## src/rtl/uart_pkg.sv

```systemverilog
// Shared UART definitions: receiver state encoding and the 50 MHz / 9600 baud timing
// constants used by both the transmitter and the receiver.
package uart_pkg;

  localparam int CLK_HZ               = 50_000_000;
  localparam int BAUD                 = 9600;
  localparam int DEFAULT_CLKS_PER_BIT = CLK_HZ / BAUD;

  typedef enum logic [2:0] {
    IDLE,
    START,
    DATA,
    STOP,
    BREAK
  } rx_state_t;

endpackage

```

## src/rtl/uart_sync.sv

```systemverilog
// N-flop synchroniser for an asynchronous level input; resets to 1 so an idle-high
// serial line does not look like a start edge when reset is released.
module uart_sync #(
  parameter int N = 2
) (
  input  logic clk,
  input  logic rst_n,
  input  logic d,
  output logic q
);

  logic [N-1:0] ff_q;

  // NOTE: sequential state uses non-blocking assignments so every flop samples the
  // pre-edge value of its neighbour; blocking here would collapse the chain to one flop.
  always_ff @(posedge clk or negedge rst_n) begin
    if (!rst_n) begin
      ff_q <= '1;
    end else begin
      ff_q <= {ff_q[N-2:0], d};
    end
  end

  assign q = ff_q[N-1];

endmodule

```

## src/rtl/uart_rx.sv

```systemverilog
// 8N1 UART receiver: synchronises rx_line, finds the start edge, samples each bit at
// mid-bit and publishes the byte with a one-cycle valid strobe (or a frame_err strobe).
module uart_rx
  import uart_pkg::*;
#(
  parameter int CLKS_PER_BIT = DEFAULT_CLKS_PER_BIT,
  parameter int SYNC_STAGES  = 2
) (
  input  logic       clk,
  input  logic       rst_n,
  input  logic       rx_line,
  output logic [7:0] data,
  output logic       valid,
  output logic       frame_err,
  output logic       busy
);

  localparam int CW = $clog2(CLKS_PER_BIT);
  localparam logic [CW-1:0] CNT_LAST = CW'(CLKS_PER_BIT - 1);
  localparam logic [CW-1:0] CNT_HALF = CW'(CLKS_PER_BIT / 2 - 1);

  logic            rx_s;
  rx_state_t       state_q, state_d;
  logic [CW-1:0]   cnt_q, cnt_d;
  logic [2:0]      idx_q, idx_d;
  logic [7:0]      sh_q, sh_d;
  logic [7:0]      data_q, data_d;
  logic            valid_q, valid_d;
  logic            frame_err_q, frame_err_d;

  uart_sync #(
    .N (SYNC_STAGES)
  ) u_sync (
    .clk   (clk),
    .rst_n (rst_n),
    .d     (rx_line),
    .q     (rx_s)
  );

  always_ff @(posedge clk or negedge rst_n) begin
    if (!rst_n) begin
      state_q     <= IDLE;
      cnt_q       <= '0;
      idx_q       <= '0;
      sh_q        <= '0;
      data_q      <= '0;
      valid_q     <= 1'b0;
      frame_err_q <= 1'b0;
    end else begin
      state_q     <= state_d;
      cnt_q       <= cnt_d;
      idx_q       <= idx_d;
      sh_q        <= sh_d;
      data_q      <= data_d;
      valid_q     <= valid_d;
      frame_err_q <= frame_err_d;
    end
  end

  always_comb begin
    // NOTE: every signal written here gets a default first, so no path can leave one
    // unassigned and infer a latch; the strobes default low to make them single-cycle.
    state_d     = state_q;
    cnt_d       = cnt_q;
    idx_d       = idx_q;
    sh_d        = sh_q;
    data_d      = data_q;
    valid_d     = 1'b0;
    frame_err_d = 1'b0;

    unique case (state_q)
      IDLE: begin
        if (!rx_s) begin
          state_d = START;
          cnt_d   = '0;
        end
      end
      START: begin
        if (cnt_q == CNT_HALF) begin
          cnt_d = '0;
          if (rx_s) begin
            state_d = IDLE;
          end else begin
            state_d = DATA;
            idx_d   = '0;
          end
        end else begin
          cnt_d = cnt_q + 1'b1;
        end
      end
      DATA: begin
        if (cnt_q == CNT_LAST) begin
          cnt_d       = '0;
          sh_d[idx_q] = rx_s;
          if (idx_q == 3'd7) begin
            state_d = STOP;
          end else begin
            idx_d = idx_q + 1'b1;
          end
        end else begin
          cnt_d = cnt_q + 1'b1;
        end
      end
      STOP: begin
        if (cnt_q == CNT_LAST) begin
          cnt_d = '0;
          if (rx_s) begin
            data_d  = sh_q;
            valid_d = 1'b1;
            state_d = IDLE;
          end else begin
            frame_err_d = 1'b1;
            state_d     = BREAK;
          end
        end else begin
          cnt_d = cnt_q + 1'b1;
        end
      end
      BREAK: begin
        // A line held low must go high before the next start edge can be armed.
        if (rx_s) begin
          state_d = IDLE;
        end
      end
      default: begin
        state_d = IDLE;
      end
    endcase
  end

  assign data      = data_q;
  assign valid     = valid_q;
  assign frame_err = frame_err_q;
  assign busy      = (state_q != IDLE);

endmodule

```

## config.mk

```make
export PLATFORM = sky130hd
export DESIGN_NAME = uart_rx
export DESIGN_NICKNAME = d
export VERILOG_FILES = /design/src/rtl/uart_pkg.sv /design/src/rtl/uart_sync.sv /design/src/rtl/uart_rx.sv
export SDC_FILE = /design/constraint.sdc
export NUM_CORES = 1
export LEC_CHECK = 0
export ABC_AREA = 1
export CORE_MARGIN = 10
export CORE_UTILIZATION = 40
export DETAILED_ROUTE_END_ITERATION = 8
export PLACE_DENSITY = 0.64
export SYNTH_ARGS = -nofsm -noshare
export SYNTH_HDL_FRONTEND = slang
export SYNTH_HIERARCHICAL = 1
export SYNTH_SLANG_ARGS = --single-unit
```

## constraint.sdc

```tcl
create_clock -name clk -period 1.5 [get_ports clk]
set_input_delay 0.15 -clock clk [delete_from_list [all_inputs] [get_ports clk]]
set_output_delay 0.15 -clock clk [all_outputs]
set_load 0.1 [all_outputs]
```

# Word level (Yosys, flattened, before mapping)
# Index checks and enable logic that the tools add are counted.
totals:
  register_bits: 39
  input_bits: 3
  out_inout_bits: 11
  word_cells: 65
classes:
  add_sub_neg: 2
  magnitude_cmp: 2
  eq_ne: 15
  mux: 27
  n_reduce_logical: 11
op_table:
  columns: ["cell", "count"]
  rows:
  - ["two-way mux 13 bit", 3]
  - ["case mux 13 bit (3 select lines)", 1]
  - ["two-way mux 3 bit", 11]
  - ["case mux 3 bit (5 select lines)", 1]
  - ["!= test 2 bit (second input constant)", 7]
  - ["adder 13 x 1 -> 13 bit (second input constant)", 1]
  - ["== test 13 x 12 -> 1 bit (second input constant)", 1]
  - ["== test 13 bit (second input constant)", 1]
  - ["bitwise mux 8 bit", 1]
  - ["two-way mux 1 bit", 7]
  - ["== test 3 x 2 -> 1 bit (second input constant)", 2]
  - ["== test 3 bit (second input constant)", 2]
  - ["case mux 3 bit (2 select lines)", 1]
  - ["AND reduction 6 bit", 1]
  - ["nonzero test 3 bit", 2]
  - ["AND reduction 5 bit", 1]
  - ["less-than comparator 3 x 4 -> 1 bit (second input constant)", 1]
  - ["AND reduction 2 bit", 2]
  - ["adder 3 x 1 -> 3 bit (second input constant)", 1]
  - ["demux 1 bit (select 3 bit)", 1]
  - ["== test 3 x 1 -> 1 bit (second input constant)", 1]
  - ["greater-or-equal comparator 3 x 1 -> 1 bit (second input constant)", 1]
  - ["zero test 3 bit", 1]
  - ["AND reduction 3 bit", 1]
  - ["5 further kinds", 5]

# Logic depth before layout (Yosys ltp)
# Gate-level depths: netlist of the first run.
depth:
  depth_word: 5
  depth_mapped: 10
  mapped_depth_nobuf: 9

# Cells and area by module
# Netlist of the first run, hierarchy kept.
modules_own_cells:
  columns: ["mod", "instances", "cells_per_inst", "area_per_inst_um2", "seq_area_each_um2"]
  rows:
  - ["uart_rx", 1, 307, 2265.9, 925.9]
  - ["uart_sync", 1, 2, 52.6, 52.6]

# Least setup slack after synthesis of the first run
# OpenSTA, ideal clock, no wires.
synth_path:
  path_type: "reg-to-reg"
  start: "register cnt_q[0]"
  end: "register cnt_q[3]"
  setup_time_ns: 0.118
  arrival_time_ns: 1.279
  required_time_ns: 1.382
  setup_slack_ns: 0.103
  path_stages_with_launch: 9
  path_buffers: 0
  synth_period_minus_slack_ns: 1.397
  path_cell_list: "dfrtp_1 ha_1 nand2_2 nor2_2 nand3_2 nand2_4 nand2_4 nor2_4 nor2_1"
synth_via:
  elab_chain_len: 3
  word_cells_on_any_way: 6
  classes_between: "1 x add/sub; 2 x eq/ne; 3 x mux"
synth_rtl:
  columns: ["item", "line_no", "rtl"]
  rows:
  - ["start, declared", "uart_rx.sv:24", "logic [CW-1:0] cnt_q, cnt_d;"]
  - ["start signal, assigned", "uart_rx.sv:51", "cnt_q <= cnt_d;"]
  - ["adder 13 x 1 -> 13 bit, or another cell as far along", "uart_rx.sv:88, uart_rx.sv:101, uart_rx.sv:116", null]
  - ["two-way mux 13 bit (on tied branches)", "uart_rx.sv:92, uart_rx.sv:105, uart_rx.sv:79", null]
  - ["case mux 13 bit (3 select lines) *", "uart_rx.sv:71", "unique case (state_q)"]
# Every way passes the cells marked *; elsewhere a longest branch is shown, timed or not.
# A chain may end at the register's enable or synchronous reset.

# Final worst setup path of the first run
# Same ends and word-level chain as after synthesis.

==> results.cfg, run 1 <==
[detailed_routing]
routed-via-count = 2097
drcViolationCount = 0
drt-initial-drc-count = 165
ant_nets = 0
routed_via_density = 4.95
dr.pass1.iters = 5
finalWirelength_um = 5430
routedWlPerCell_um = 12.8

[timing]
max_slew_margin_pct = 66.8
tightest_slew_ns = 0.497
skew_ns = 0.00642
finalSetupViolCount = 0
maxSlewViolCount = 0
finalCriticalPeriod_ns = 1.42
worst_slack_ns = 0.0760
timing.fmax_mhz = 702
finalHoldViolCount = 0
rsz0062_at_grt = yes
period_share_pct = 94.9

[global_routing]
overflow = 0
grt_use_total_pct = 11.8
grt_max_degree = 40
antenna_found_initial = 0
met1_usage_pct = 15.7
grt_pass1_wl_um = 8760
grtUsageMet2_pct = 18.2
met3_usage_pct = 3.04
grt_pass1_vias = 1903
grt_busiest_layer = met2

[layout]
area_delta_synth_final_pct = 29.2
nNetsFinal = 357
fin_util_pct = 53.8
drive_gt1_share_pct = 26.4
final_area_um2 = 3000
fillers = 526
diodes = 0

[logic_synthesis]
synth_top_area_cell = dfrtp_1
ys_seq_elements = 39
yosys.cell_types.count = 31
synthAdderAreaFrac_pct = 1.62
syn_area_um2 = 2320
avgSynthCellArea_um2 = 7.50
yosysTopAreaCellShare_pct = 39.9
yosys_warnings = 6
ys_seq_area_share_pct = 42.2
yosys-top-cells-area = dfrtp_1, nand2_1, nand3_1, nand4_1, nor2_1
synthXorXnorAreaFrac_pct = 1.89
synth_compound_gate_area_share_pct = 3.18
muxShareOfSynthArea_pct = 0
synth_top_family_by_area = simple AND/OR/NAND/NOR gates
syn_nets = 315
synth_simple_gate_area_share_pct = 43.9
synthCells = 309

[power]
p_total_uw = 1990
ir_drop_uv = 379
power_density_nw_per_um2 = 665
p_leak_uw = 0.00152

[die]
die_w_um = 96.1
ioPinCount = 14
dieArea_um2 = 9240
rows = 27
core_area_um2 = 5570
start_util_pct = 41.6
die_y_um = 96.1

[clock_network]
cts-root-buf = clkbuf_8
htreeDepth = 2
cts.clk_slew.worst_paths_ns = 0.08
cts_buffer_depth = 2
clock_sinks = 39
cts_tree = done
cts_buffers = 5
clock_latency_ns = 0.29

[hold_path]
hold_start = rx_line
worstHoldPathType = in2reg

[setup_path]
cp.arrival_ns = 1.61
critPathCaptureType = flip-flop
slowest_stage = dfrtp_1
max_stage_delay_ns = 0.39
cp.buffers_inverters = 0
path_delay_family = simple AND/OR/NAND/NOR gates
setup.worst_path.class = reg2reg
critPathMaxFanout = 7
startpoint_type = flip-flop
rr_startpoint = cnt_q[0]
cp.required_ns = 1.68
crit_chain = ha_4, nand2_4, nor2_4, nand3_4, nand2_4, nand2_4, nor2_4, nor2_1
path_common_cell = nand2_4
startpoint = cnt_q[0]

[placement]
gp_congestion = 0.910
dpl_cell_area_um2 = 2760
portBuffers = 13
pre_cts_ws_ns = -0.0284
hpwlAfterDp_um = 3900

[status]
outcome = finished, final reports clean

[run]
drv_cap = 0
-- layer usage --
metal	up-vias	wire length, um
met1	956	2610
met4	0	46
met3	6	319
met2	46	2450
li1	1089	-
met5	-	0
-- timing repair --
item / 4_1_cts / 5_1_grt
endpoints found under the setup margin: 8 / 36
hold buffers: 1 / 0
gates cloned: 0 / 1
resized for setup: 1 / 24
endpoints found under the hold margin: 37 / 0
pin swaps: 0 / 3
setup buffers: 0 / 4
-- cells in the mapped netlist (all sizes together) --
library cell	number
o211ai	1
dfrtp	37
ha	3
o21ai	8
xor2	5
or2	1
inv	30
nand2	110
o31ai	2
dfstp	2
nand4	21
nor3	5
nor2	42
and3	1
nand3	31
clkinv	1
nand3b	3
buf	6
-- kinds of logic (layout without fill, tap and decap cells) --
family | after synthesis | in the layout
AOI/OAI and AO/OA | 11 | 11
adders and majority gates | 3 | 3
DFF | 39 | 39
buffers and inverters | 37 | 79
and+or+nand+nor | 214 | 215
xor gates and xnor gates | 5 | 5
-- layout make-up --
class	instances	area (um^2)	area share, %
flip-flops and latches	39	985	32.9
repair buffers	40	440	14.7
clock buffers	5	68.8	2.30
well taps	72	90.1	3.01
inverters	31	119	3.97
multi-input cells	234	1250	41.7
clock inverters	3	43.8	1.46
-- final timing paths --
| path | endpoint | slack (ns) | cells after the start |
|---|---|---|---|
| setup / recovery | cnt_q[3] | 0.08 | 8 |
| hold / removal | u_sync/ff_q[0] | 0.25 | 1 |
| setup reg to reg | cnt_q[3] | 0.08 | 8 |
| hold reg to reg | u_sync/ff_q[1] | 0.36 | 0 |
| max in group asynchronous | cnt_q[10] | 0.69 | 3 |
| min in group asynchronous | cnt_q[5] | 0.44 | 3 |
-- worst reg2reg max path, delay by kind of cell (launching register included) --
kind	cells	cell delay, ns
DFF	1	0.39
and+or+nand+nor	7	0.73
adders and majority gates	1	0.19
-- cells in the final DEF (no fill, tap or decap), drive strengths merged --
| master | count |
|---|---|
| and3 | 1 |
| nor3 | 5 |
| ha | 3 |
| nand2 | 110 |
| o31ai | 2 |
| dfstp | 2 |
| clkinv | 3 |
| bufinv | 1 |
| or2 | 1 |
| xor2 | 5 |
| buf | 38 |
| clkdlybuf4s50 | 1 |
| dfrtp | 37 |
| dlygate4sd3 | 1 |
| clkbuf | 5 |
| inv | 30 |
| nand3b | 3 |
| nand3 | 31 |
| nand4 | 21 |
| o211ai | 1 |
| o21ai | 8 |
| nor2 | 43 |
-- sequential cells by signal, indices dropped and copies added, names as in the netlist --
register and cells:
data 8, valid 1, state_q 3, cnt_q 13, idx_q 3, sh_q 8
frame_err 1, u_sync/ff_q 2
-- report_power, final --
group	internal (uW)	switching, uW	total, uW
sequential	1060	1.63	1060
combinational	13.2	34.4	47.6
clock	496	394	889
total	1560	430	1990
-- through the flow --
stage | setup TNS (ns) | cells | hold WS [ns]
floorplan | 0 | 309 | -0.146
global placement | 0 | 410 | 0.235
detailed placement | -0.0606 | 410 | 0.241
CTS | 0 | 419 | 0.244
global route | -0.0351 | 424 | 0.259
finish | 0 | 424 | 0.254
Note: power is estimated with default switching activity, not from simulation.
==> run 2, diff against run 1 <==
CAP_MARGIN = 20   (was default)
SETUP_SLACK_MARGIN = 0.3   (was default)
==> results.cfg, run 2 (synthesized netlist as in run 1, its figures left out) <==
[status]
outcome = finished, final reports clean

[clock_network]
clock_latency_ns = 0.30
htreeDepth = 2
clock_sinks = 39
cts_tree = done
cts-root-buf = clkbuf_8
cts.clk_slew.worst_paths_ns = 0.08
cts_buffers = 5
cts_buffer_depth = 2

[layout]
fin_util_pct = 61.8
final_common_cell = nand2_1
largest_reg_flops = 13
fillers = 458
drive_gt1_share_pct = 42.8
diodes = 0
area_delta_synth_final_pct = 48.5
nNetsFinal = 379
regMostFlops = cnt_q
mostFrequentLayoutCells = nand2_1, buf_4, dfrtp_1, nor2_1

[die]
start_util_pct = 41.6
ioPinCount = 14
rows = 27
die_w_um = 96.1
dieArea_um2 = 9240
die_y_um = 96.1
core_area_um2 = 5570

[setup_path]
path_delay_family = simple AND/OR/NAND/NOR gates
critPathCaptureType = flip-flop
slowest_stage = dfrtp_1
cp.required_ns = 1.70
worst-path-stages = 7
cp.buffers_inverters = 0
crit_chain = ha_4, and3_4, nand2_8, nor2_8, nand3_4, nand2_1, nand2_1
r2r_cells = 7
path_common_cell = nand2_1
max_stage_delay_ns = 0.40
critPathMaxFanout = 8
cp.arrival_ns = 1.64
startpoint = cnt_q[1]
rr_startpoint = cnt_q[1]
startpoint_type = flip-flop
setup.worst_path.class = reg2reg

[timing]
period_share_pct = 96.0
whs_ns = 0.244
tightest_slew_ns = 0.376
finalSetupViolCount = 0
maxSlewViolCount = 0
timing.fmax_mhz = 694
finalCriticalPeriod_ns = 1.44
rsz0062_at_grt = yes
max_slew_margin_pct = 75.0
skew_ns = 0.00604
finalHoldViolCount = 0

[power]
p_sw_uw = 452
ir_drop_uv = 349
p_sw_share_pct = 24.5
pwr-share-seq_pct = 57.2
clkPwrFrac_pct = 40.0
power_density_nw_per_um2 = 537
p_leak_uw = 0.00170
p_total_uw = 1850
comb_power_share_pct = 2.9
intPower_uw = 1400

[global_routing]
grt_use_total_pct = 13.3
grt_pass1_vias = 2099
antenna_found_initial = 0
grt_max_degree = 26
overflow = 0
grt_pass1_wl_um = 9670

[placement]
gp_congestion = 0.883
hpwlAfterDp_um = 4040
portBuffers = 13

[detailed_routing]
routed-via-count = 2285
dr.pass1.iters = 4
drt-initial-drc-count = 115
routed_via_density = 5.12
ant_nets = 0
finalWirelength_um = 6060
routedWlPerCell_um = 13.6
drcViolationCount = 0

[hold_path]
worstHoldPathType = in2reg
hold_depth = 1
hold_start = rx_line

[run]
drv_cap = 0
[run 2: changes by cell type in the layout (fill, tap and decap cells not counted), moves of 5 or more]
cell / change
nand2_1: -19
nand3_2: +9
buf_12: +5
buf_6: +8
nand3_1: -9
nand2_2: +16
buf_4: +9
nor2_4: +5
[run 2: final timing paths]
kind	to	slack, ns
worst min-delay path	u_sync/ff_q[0]	0.24
worst min register to register	u_sync/ff_q[1]	0.36
max in group asynchronous	cnt_q[6]	0.74
worst max register to register	data[6]	0.06
worst max-delay path	data[6]	0.06
min in group asynchronous	cnt_q[11]	0.29
[run 2: routing by layer]
metal  routed length [um]  share of wire, %  track usage (%)
met5                    0                 0                0
met4                   95               1.6             5.77
met3                  251               4.1             2.65
met2                 3020                50             21.7
met1                 2690                44             16.5
[run 2: repair_timing]
action | in CTS | in global routing
gates resized for setup | 59 | 31
setup endpoints to repair | 38 | 38
hold buffers | 1 | 0
pin swaps | 25 | 16
setup buffers | 15 | 11
cloned | 1 | 0
endpoints found under the hold margin | 12 | 0
[run 2: power by group through the flow]
stage          Clock [uW]  Sequential, uW  Combinational (uW)
2_1_floorplan           0            1080                13.7
3_3_place_gp            0            1080                50.7
3_5_place_dp            0            1080                51.3
4_1_cts               761            1060                53.8
5_1_grt               823            1060                60.1
6_report              739            1060                52.9
[run 2: layout make-up]
class / instances / area (um^2) / area share (%)
inverters: 31 / 134 / 3.89
multi-input cells: 234 / 1440 / 41.9
repair buffers: 62 / 698 / 20.3
well taps: 72 / 90.1 / 2.62
clock buffers: 5 / 68.8 / 2.00
clock inverters: 3 / 20.0 / 0.582
flip-flops and latches: 39 / 987 / 28.7
[run 2: metrics by stage]
stage	cell area [um^2]	setup WS [ns]	TNS, ns	instances
after floorplan	2330	0.152	0	309
after global placement	2790	0.0380	0	410
after detailed placement	2790	0.00339	0	410
after CTS	3230	0.0911	0	435
after global routing	3440	-0.0256	-0.142	446
final	3440	0.0601	0	446
[run 2: worst reg2reg max path, delay by kind of cell, from the launching register on]
| kind | cells | cell delay (ns) |
|---|---|---|
| flip-flops | 1 | 0.40 |
| AND/OR/NAND/NOR | 6 | 0.75 |
| adder cells (fa/ha/maj) | 1 | 0.19 |
